File: src/rtl/mesh_pkg.sv
// Shared definitions for the mesh local responder.
// Holds the responder FSM state type, the AXI response and burst encodings,
// the address field positions and small helpers for the response code.
package mesh_pkg;

  typedef enum logic [1:0] {
    ST_IDLE,
    ST_WDATA,
    ST_WRESP,
    ST_RDATA
  } state_e;

  localparam logic [1:0] RESP_OKAY   = 2'b00;
  localparam logic [1:0] RESP_SLVERR = 2'b10;
  localparam logic [1:0] RESP_DECERR = 2'b11;

  localparam logic [1:0] BURST_FIXED = 2'd0;
  localparam logic [1:0] BURST_INCR  = 2'd1;
  localparam logic [1:0] BURST_WRAP  = 2'd2;

  // Address layout: [2:0] byte offset, [5:3] column, [8:6] row, [9+] word index.
  localparam int COL_LSB = 3;
  localparam int ROW_LSB = 6;
  localparam int IDX_LSB = 9;

  // Only 8-byte beats and FIXED/INCR bursts are serviced; anything else is SLVERR.
  function automatic logic [1:0] req_resp(input logic [2:0] size, input logic [1:0] burst);
    return (size != 3'd3 || burst[1]) ? RESP_SLVERR : RESP_OKAY;
  endfunction

  // The encodings happen to order by severity (DECERR > SLVERR > OKAY),
  // so the stronger response is simply the numerically larger code.
  function automatic logic [1:0] resp_max(input logic [1:0] a, input logic [1:0] b);
    return (a > b) ? a : b;
  endfunction

endpackage

File: src/rtl/mesh_resp_mem.sv
// Local storage of the mesh responder: DEPTH words of DATA_W bits.
// Ports:
//   clk, rst_n      clock, asynchronous active-low clear of every word
//   we, waddr       write enable and word index
//   wstrb, wdata    byte enables and write data (one strobe bit per byte)
//   raddr, rdata    combinational read port
module mesh_resp_mem #(
  parameter  int DEPTH  = 16,
  parameter  int DATA_W = 64,
  localparam int IDX_W  = $clog2(DEPTH),
  localparam int STRB_W = DATA_W / 8
) (
  input  logic              clk,
  input  logic              rst_n,
  input  logic              we,
  input  logic [IDX_W-1:0]  waddr,
  input  logic [STRB_W-1:0] wstrb,
  input  logic [DATA_W-1:0] wdata,
  input  logic [IDX_W-1:0]  raddr,
  output logic [DATA_W-1:0] rdata
);

  logic [DATA_W-1:0] mem_q [DEPTH];
  logic [DATA_W-1:0] mem_d [DEPTH];

  always_comb begin
    // NOTE: every combinational output starts from a full default so no path leaves it unassigned (no latch).
    mem_d = mem_q;
    if (we) begin
      for (int b = 0; b < STRB_W; b++) begin
        if (wstrb[b]) mem_d[waddr][b*8 +: 8] = wdata[b*8 +: 8];
      end
    end
  end

  always_ff @(posedge clk or negedge rst_n) begin
    if (!rst_n) begin
      // NOTE: storage is a flop array, so it can be cleared by reset; a RAM macro could not be.
      for (int i = 0; i < DEPTH; i++) mem_q[i] <= '0;
    end else begin
      // NOTE: sequential state uses non-blocking assignment so all flops update together.
      mem_q <= mem_d;
    end
  end

  assign rdata = mem_q[raddr];

endmodule

File: src/rtl/mesh_local_responder.sv
// Target-side endpoint of the core mesh. Accepts one AXI-style read or write
// burst at a time on the local port and services it from mesh_resp_mem.
// Ports:
//   clk, rst_n        clock, asynchronous active-low reset
//   my_x, my_y        this core's column / row
//   s_aw*, s_w*, s_b* write address, data and response channels
//   s_ar*, s_r*       read address and data channels
// Build option: define MESH_RESP_DEST_CHECK_EN to answer requests whose
// row/column bits do not match (my_y, my_x) with DECERR and no storage access.
module mesh_local_responder
  import mesh_pkg::*;
#(
  parameter int DATA_W = 64,
  parameter int ADDR_W = 32,
  parameter int DEPTH  = 16
) (
  input  logic                clk,
  input  logic                rst_n,
  input  logic [2:0]          my_x,
  input  logic [2:0]          my_y,
  input  logic                s_awvalid,
  output logic                s_awready,
  input  logic [ADDR_W-1:0]   s_awaddr,
  input  logic [7:0]          s_awlen,
  input  logic [2:0]          s_awsize,
  input  logic [1:0]          s_awburst,
  input  logic                s_wvalid,
  output logic                s_wready,
  input  logic [DATA_W-1:0]   s_wdata,
  input  logic [DATA_W/8-1:0] s_wstrb,
  input  logic                s_wlast,
  output logic                s_bvalid,
  input  logic                s_bready,
  output logic [1:0]          s_bresp,
  input  logic                s_arvalid,
  output logic                s_arready,
  input  logic [ADDR_W-1:0]   s_araddr,
  input  logic [7:0]          s_arlen,
  input  logic [2:0]          s_arsize,
  input  logic [1:0]          s_arburst,
  output logic                s_rvalid,
  input  logic                s_rready,
  output logic [DATA_W-1:0]   s_rdata,
  output logic                s_rlast,
  output logic [1:0]          s_rresp
);

  localparam int IDX_W = $clog2(DEPTH);

  state_e           state_q, state_d;
  logic             prio_rd_q, prio_rd_d;   // 1: read wins when both request
  logic [IDX_W-1:0] base_q, base_d;
  logic [7:0]       len_q, len_d;
  logic             fixed_q, fixed_d;
  logic [8:0]       beat_q, beat_d;         // one extra bit to see overrun past 256 beats
  logic [1:0]       resp_q, resp_d;

  logic             grant_r, grant_w;
  logic [1:0]       aw_resp, ar_resp, w_resp;
  logic [IDX_W-1:0] step, idx;
  logic             last_beat, mem_we;
  logic [DATA_W-1:0] mem_rdata;
  logic             unused_bits;

  // Bits outside the decoded fields (and the coordinates when the check is off).
  assign unused_bits = ^{s_awaddr, s_araddr, my_x, my_y};

  always_comb begin
    grant_r = s_arvalid && (!s_awvalid || prio_rd_q);
    grant_w = s_awvalid && (!s_arvalid || !prio_rd_q);

    aw_resp = req_resp(s_awsize, s_awburst);
    ar_resp = req_resp(s_arsize, s_arburst);
`ifdef MESH_RESP_DEST_CHECK_EN
    if (s_awaddr[COL_LSB +: 3] != my_x || s_awaddr[ROW_LSB +: 3] != my_y) aw_resp = RESP_DECERR;
    if (s_araddr[COL_LSB +: 3] != my_x || s_araddr[ROW_LSB +: 3] != my_y) ar_resp = RESP_DECERR;
`endif

    step      = fixed_q ? '0 : beat_q[IDX_W-1:0];
    idx       = base_q + step;  // wraps silently at DEPTH
    last_beat = (beat_q == {1'b0, len_q});
  end

  always_comb begin
    state_d   = state_q;
    prio_rd_d = prio_rd_q;
    base_d    = base_q;
    len_d     = len_q;
    fixed_d   = fixed_q;
    beat_d    = beat_q;
    resp_d    = resp_q;
    mem_we    = 1'b0;
    w_resp    = resp_q;

    unique case (state_q)
      ST_IDLE: begin
        if (grant_r) begin
          state_d   = ST_RDATA;
          base_d    = s_araddr[IDX_LSB +: IDX_W];
          len_d     = s_arlen;
          fixed_d   = (s_arburst == BURST_FIXED);
          beat_d    = '0;
          resp_d    = ar_resp;
          prio_rd_d = 1'b0;
        end else if (grant_w) begin
          state_d   = ST_WDATA;
          base_d    = s_awaddr[IDX_LSB +: IDX_W];
          len_d     = s_awlen;
          fixed_d   = (s_awburst == BURST_FIXED);
          beat_d    = '0;
          resp_d    = aw_resp;
          prio_rd_d = 1'b1;
        end
      end
      ST_WDATA: begin
        if (s_wvalid) begin
          // Beats past awlen are dropped; an address-phase error stores nothing.
          if (beat_q > {1'b0, len_q}) w_resp = resp_max(w_resp, RESP_SLVERR);
          else mem_we = (resp_q == RESP_OKAY);
          if (s_wlast && !last_beat) w_resp = resp_max(w_resp, RESP_SLVERR);
          resp_d = w_resp;
          beat_d = beat_q[8] ? beat_q : beat_q + 9'd1;
          if (s_wlast) state_d = ST_WRESP;
        end
      end
      ST_WRESP: begin
        if (s_bready) state_d = ST_IDLE;
      end
      ST_RDATA: begin
        if (s_rready) begin
          if (last_beat) state_d = ST_IDLE;
          else beat_d = beat_q + 9'd1;
        end
      end
      default: state_d = ST_IDLE;
    endcase
  end

  always_ff @(posedge clk or negedge rst_n) begin
    if (!rst_n) begin
      state_q   <= ST_IDLE;
      prio_rd_q <= 1'b1;
      base_q    <= '0;
      len_q     <= '0;
      fixed_q   <= 1'b0;
      beat_q    <= '0;
      resp_q    <= RESP_OKAY;
    end else begin
      state_q   <= state_d;
      prio_rd_q <= prio_rd_d;
      base_q    <= base_d;
      len_q     <= len_d;
      fixed_q   <= fixed_d;
      beat_q    <= beat_d;
      resp_q    <= resp_d;
    end
  end

  mesh_resp_mem #(
    .DEPTH  (DEPTH),
    .DATA_W (DATA_W)
  ) u_mem (
    .clk   (clk),
    .rst_n (rst_n),
    .we    (mem_we),
    .waddr (idx),
    .wstrb (s_wstrb),
    .wdata (s_wdata),
    .raddr (idx),
    .rdata (mem_rdata)
  );

  always_comb begin
    s_arready = (state_q == ST_IDLE) && grant_r;
    s_awready = (state_q == ST_IDLE) && grant_w;
    s_wready  = (state_q == ST_WDATA);
    s_bvalid  = (state_q == ST_WRESP);
    s_bresp   = s_bvalid ? resp_q : RESP_OKAY;
    s_rvalid  = (state_q == ST_RDATA);
    // Error reads return zero data; idle read data is forced to zero.
    s_rdata   = (s_rvalid && resp_q == RESP_OKAY) ? mem_rdata : '0;
    s_rlast   = s_rvalid && last_beat;
    s_rresp   = s_rvalid ? resp_q : RESP_OKAY;
  end

endmodule

File: config.mk
export PLATFORM = sky130hd
export DESIGN_NAME = mesh_local_responder
export DESIGN_NICKNAME = d
export VERILOG_FILES = /design/src/rtl/mesh_pkg.sv /design/src/rtl/mesh_resp_mem.sv /design/src/rtl/mesh_local_responder.sv
export SDC_FILE = /design/constraint.sdc
export NUM_CORES = 2
export LEC_CHECK = 0
export ABC_AREA = 1
export CORE_MARGIN = 3
export CORE_UTILIZATION = 50
export CTS_CLUSTER_SIZE = 10
export DETAILED_ROUTE_END_ITERATION = 8
export GPL_TIMING_DRIVEN = 0
export PLACE_DENSITY_LB_ADDON = 0.12
export SLEW_MARGIN = 20
export SYNTH_ARGS = -nofsm -noshare
export SYNTH_HDL_FRONTEND = slang
export SYNTH_SLANG_ARGS = --single-unit
File: constraint.sdc
create_clock -name clk -period 6.1 [get_ports clk]
set_input_delay 0.915 -clock clk [delete_from_list [all_inputs] [get_ports clk]]
set_output_delay 0.915 -clock clk [all_outputs]
set_load 0.005 [all_outputs]
==> run_results.csv <==
group,metric,value,unit
synth,ys_seq_area_frac,0.5175,
cts,numCtsBuffers,119,
power_and_ir_drop,p_sw,20.10,mW
power_and_ir_drop,internal-power,16.91,mW
cts,clock-sinks,1051,
drt,wl_per_cell,34.12,um
timing,layout_setup_ws,-0.1019,ns
synth,synth_area,50820,um^2
worst_setup_path,crit_fanout,10,
floorplan,die_w,324.8,um
worst_setup_path,critPathRequiredTime,5.18,ns
worst_setup_path,path_cells,"inv_1, nor2_1, ha_1, fa_1, nand2_1, clkbuf_2, clkbuf_4, buf_16, o22ai_1, o21ai_0, nand2_1, nor2_1, clkdlybuf4s50_1",
cts,root_buffer,"clkbuf_16",
global_routing,grt_first_pass_wirelength,376.1,mm
global_routing,grt_max_degree,145,
floorplan,ios,250,
timing,fin_skew,0.02709,ns
global_routing,overflow,0,
drt,drtAntennaViolNets,0,
synth,syn_area_per_cell,8.213,um^2
power_and_ir_drop,switching_share,0.5431,
floorplan,die-area,105500,um^2
synth,ys.flop_type,"dfrtp_1",
synth,yosys-top-cells-area,"dfrtp_1 52%, nand2_1 16%, nand4_1 14%",
floorplan,initial_core_util,0.5060,
timing,max-slew-margin-rel,0.09927,
layout,drive_gt1_frac,0.07825,
cts,path_clk_slew,0.06,ns
drt,wirelength,269.2,mm
layout,multi_input_area,21650,um^2
global_routing,grtUsageTotal,0.4959,
drt,drt_iter0_markers,9813,
cts,cts_buffer_depth,3,
cts,post-cts-setup-buffer-count,0,
power_and_ir_drop,p_leak,29.54,nW
layout,instances_no_fill,7889,
global_routing,antenna_found_initial,32,
timing,period_share,1.017,
timing,final-setup-viol-count,9,
worst_setup_path,path_class,"reg -> out",
layout,nNetsFinal,6640,
power_and_ir_drop,p_clk_frac,0.181,
global_routing,grt_pass1_vias,50790,
synth,postSynthCellCount,6188,
timing,slew_violations,0,
synth,yosys_warnings,0,
drt,via_per_inst,7.013,
cts,clk-insertion-delay-late,0.76,ns
flow_run,drv_cap,0,
synth,async_reset_ff_frac,1.000,
synth,ys_seq_elements,1051,
power_and_ir_drop,pwr-share-comb,0.569,
drt,drc,0,
drt,vias,55330,
power_and_ir_drop,ir_drop,0.0007645,V
synth,yosys.cell_types.count,37,
cts,cts_tree,"done",
worst_setup_path,cp-end-kind,"output port",
synth,synth_top_area_cell,"dfrtp_1",
power_and_ir_drop,total_power,37.01,mW
synth,syn_nets,6378,
layout,utilization,0.5788,
timing,fin_crit,6.202,ns
floorplan,die_y,324.8,um
timing,worst_pin_slew,1.350,ns
cts,htreeDepth,3,
outcome,violations,"negative setup slack",
floorplan,core-area,100400,um^2
worst_setup_path,cp-start-kind,"register",
layout,fill_cells,9395,
layout,area_growth,14.38,%
layout,regArea,26300,um^2
placed_design,numPortBuffers,116,
placed_design,place_congestion,1.026,
power_and_ir_drop,power.density,636.7,nW/um^2
worst_setup_path,worst_path_max_delay_cell,"fa_1",
placed_design,dp_cells,7687,
placed_design,dp_hpwl,184.6,mm
timing,rsz0062_at_grt,"yes",
drt,dr.pass1.iters,7,
worst_setup_path,arrival,5.29,ns
synth,synth_top_area_frac,0.5170,
synth,synth_enable_flop_cells,0,
outcome,status,"complete, but fails checks",
timing,max_freq,161.2,MHz
hold_path,worstHoldPathType,"in -> async",
floorplan,row_count,116,
timing,finalHoldViolCount,0,
power_and_ir_drop,power_frac_seq,0.250,
worst_setup_path,cp_slowest_stage_delay,0.58,ns
cts,cts_hold_buf,0,
==> power groups by stage <==
stage	clock network, mW	logic [mW]	registers [mW]
2_1_floorplan	0	8.71	9.02
3_3_place_gp	0	18.2	9.34
3_5_place_dp	0	18.9	9.27
4_1_cts	6.61	19.1	9.18
5_1_grt	6.89	20.8	9.35
6_report	6.71	21.1	9.24
==> worst max-delay path: cells and delay by family, from the launching register on <==
kind	cells	cell delay, ns
AOI/OAI and AO/OA	2	0.60
buffers and inverters	5	1.91
and+or+nand+nor	4	0.80
DFF	1	0.40
adders and majority gates	2	0.79
==> flip-flops by register name, indices dropped and copies added (netlist names) <==
register,flops
prio_rd_q,1
len_q,8
base_q,4
state_q,2
fixed_q,1
u_mem.mem_q,1024
beat_q,9
resp_q,2
==> metal layers <==
| layer | global-route usage | wire length, um | vias to the layer above |
|---|---|---|---|
| li1 | - | - | 22480 |
| met1 | 0.6269 | 95300 | 26810 |
| met2 | 0.6537 | 105200 | 4811 |
| met3 | 0.2269 | 43090 | 1211 |
| met4 | 0.3813 | 25390 | 10 |
| met5 | 0.007699 | 199 | - |
==> per-stage QoR <==
| step | setup WS [ns] | instance area [um^2] | TNS, ns | hold WS [ns] |
|---|---|---|---|---|
| after floorplan | 2.514 | 50820 | 0 | 0.4345 |
| after detailed placement | 0.003692 | 54430 | 0 | 0.4555 |
| after global placement | -45.58 | 53680 | - | 0.4489 |
| final | -0.1019 | 58130 | -0.4562 | 0.1016 |
| after CTS | 0.007085 | 57930 | 0 | 0.1119 |
| after global routing | -0.03323 | 58040 | -0.07547 | 0.1248 |
==> layout by cell type, fill, tap and decap left out, types with 12 or more instances in the layout <==
cell type           n
o31ai_1            14
nor3_1             12
clkdlybuf4s50_1   115
buf_1              86
clkbuf_1          295
nand4_1          1148
nor2_1            130
buf_2             188
dfrtp_1          1050
a22oi_1            17
o22ai_1           483
buf_16             21
clkbuf_4           29
nand2_1          2124
clkbuf_16         123
diode_2            40
nand3_1            80
a21oi_1            19
ha_1               13
o21ai_0           320
clkbuf_2           78
inv_1              51
==> final timing paths <==
path                                        from                to  slack [ns]  depth (start not counted)
worst max-delay path                   beat_q[0]       s_rdata[36]       -0.10                         13
max in group asynchronous                  rst_n  u_mem.mem_q[859]        3.74                          4
worst min register to register  u_mem.mem_q[992]  u_mem.mem_q[992]        0.47                          2
worst max register to register         beat_q[0]  u_mem.mem_q[474]        0.90                         12
worst min-delay path                       rst_n  u_mem.mem_q[827]        0.10                          1
min in group clk                u_mem.mem_q[992]  u_mem.mem_q[992]        0.47                          2
==> final cells by class <==
type | count | area share
diodes | 40 | 0.001722
plain buffers | 663 | 0.05161
multi-input cells | 4415 | 0.3725
repair buffers | 142 | 0.03121
flip-flops and latches | 1051 | 0.4525
inverters | 58 | 0.003767
clock buffers | 159 | 0.05700
clock inverters | 4 | 0.0005381
well taps | 1357 | 0.02921
==> logic make-up after synthesis <==
group	Yosys count	synth area share
buffers and inverters	722	0.05746
AO/OA/AOI/OAI	872	0.09985
flip-flops	1051	0.5175
XOR/XNOR	5	0.001010
AND/OR/NAND/NOR	3524	0.3206
adder cells (fa/ha/maj)	14	0.003594
==> timing repair <==
item / 4_1_cts / 5_1_grt
gates cloned: 0 / 0
resized for setup: 83 / 119
pin swaps: 0 / 0
setup endpoints to repair: 63 / 58
endpoints found under the hold margin: 0 / 0
==> synth_stat cells (2+ instances only) <==
master,instances
a211oi_1,4
a21oi_1,19
a22oi_1,17
a31oi_1,2
buf_1,105
buf_2,165
clkbuf_1,393
clkinv_1,3
dfrtp_1,1050
ha_1,13
inv_1,51
inv_2,4
nand2_1,2125
nand3_1,80
nand4_1,1148
nor2_1,136
nor2_2,8
nor3_1,12
o2111ai_1,2
o21ai_0,327
o22ai_1,483
o31ai_1,14
or2_2,11
xor2_1,3
No activity file was read; power rests on OpenSTA's default activity.
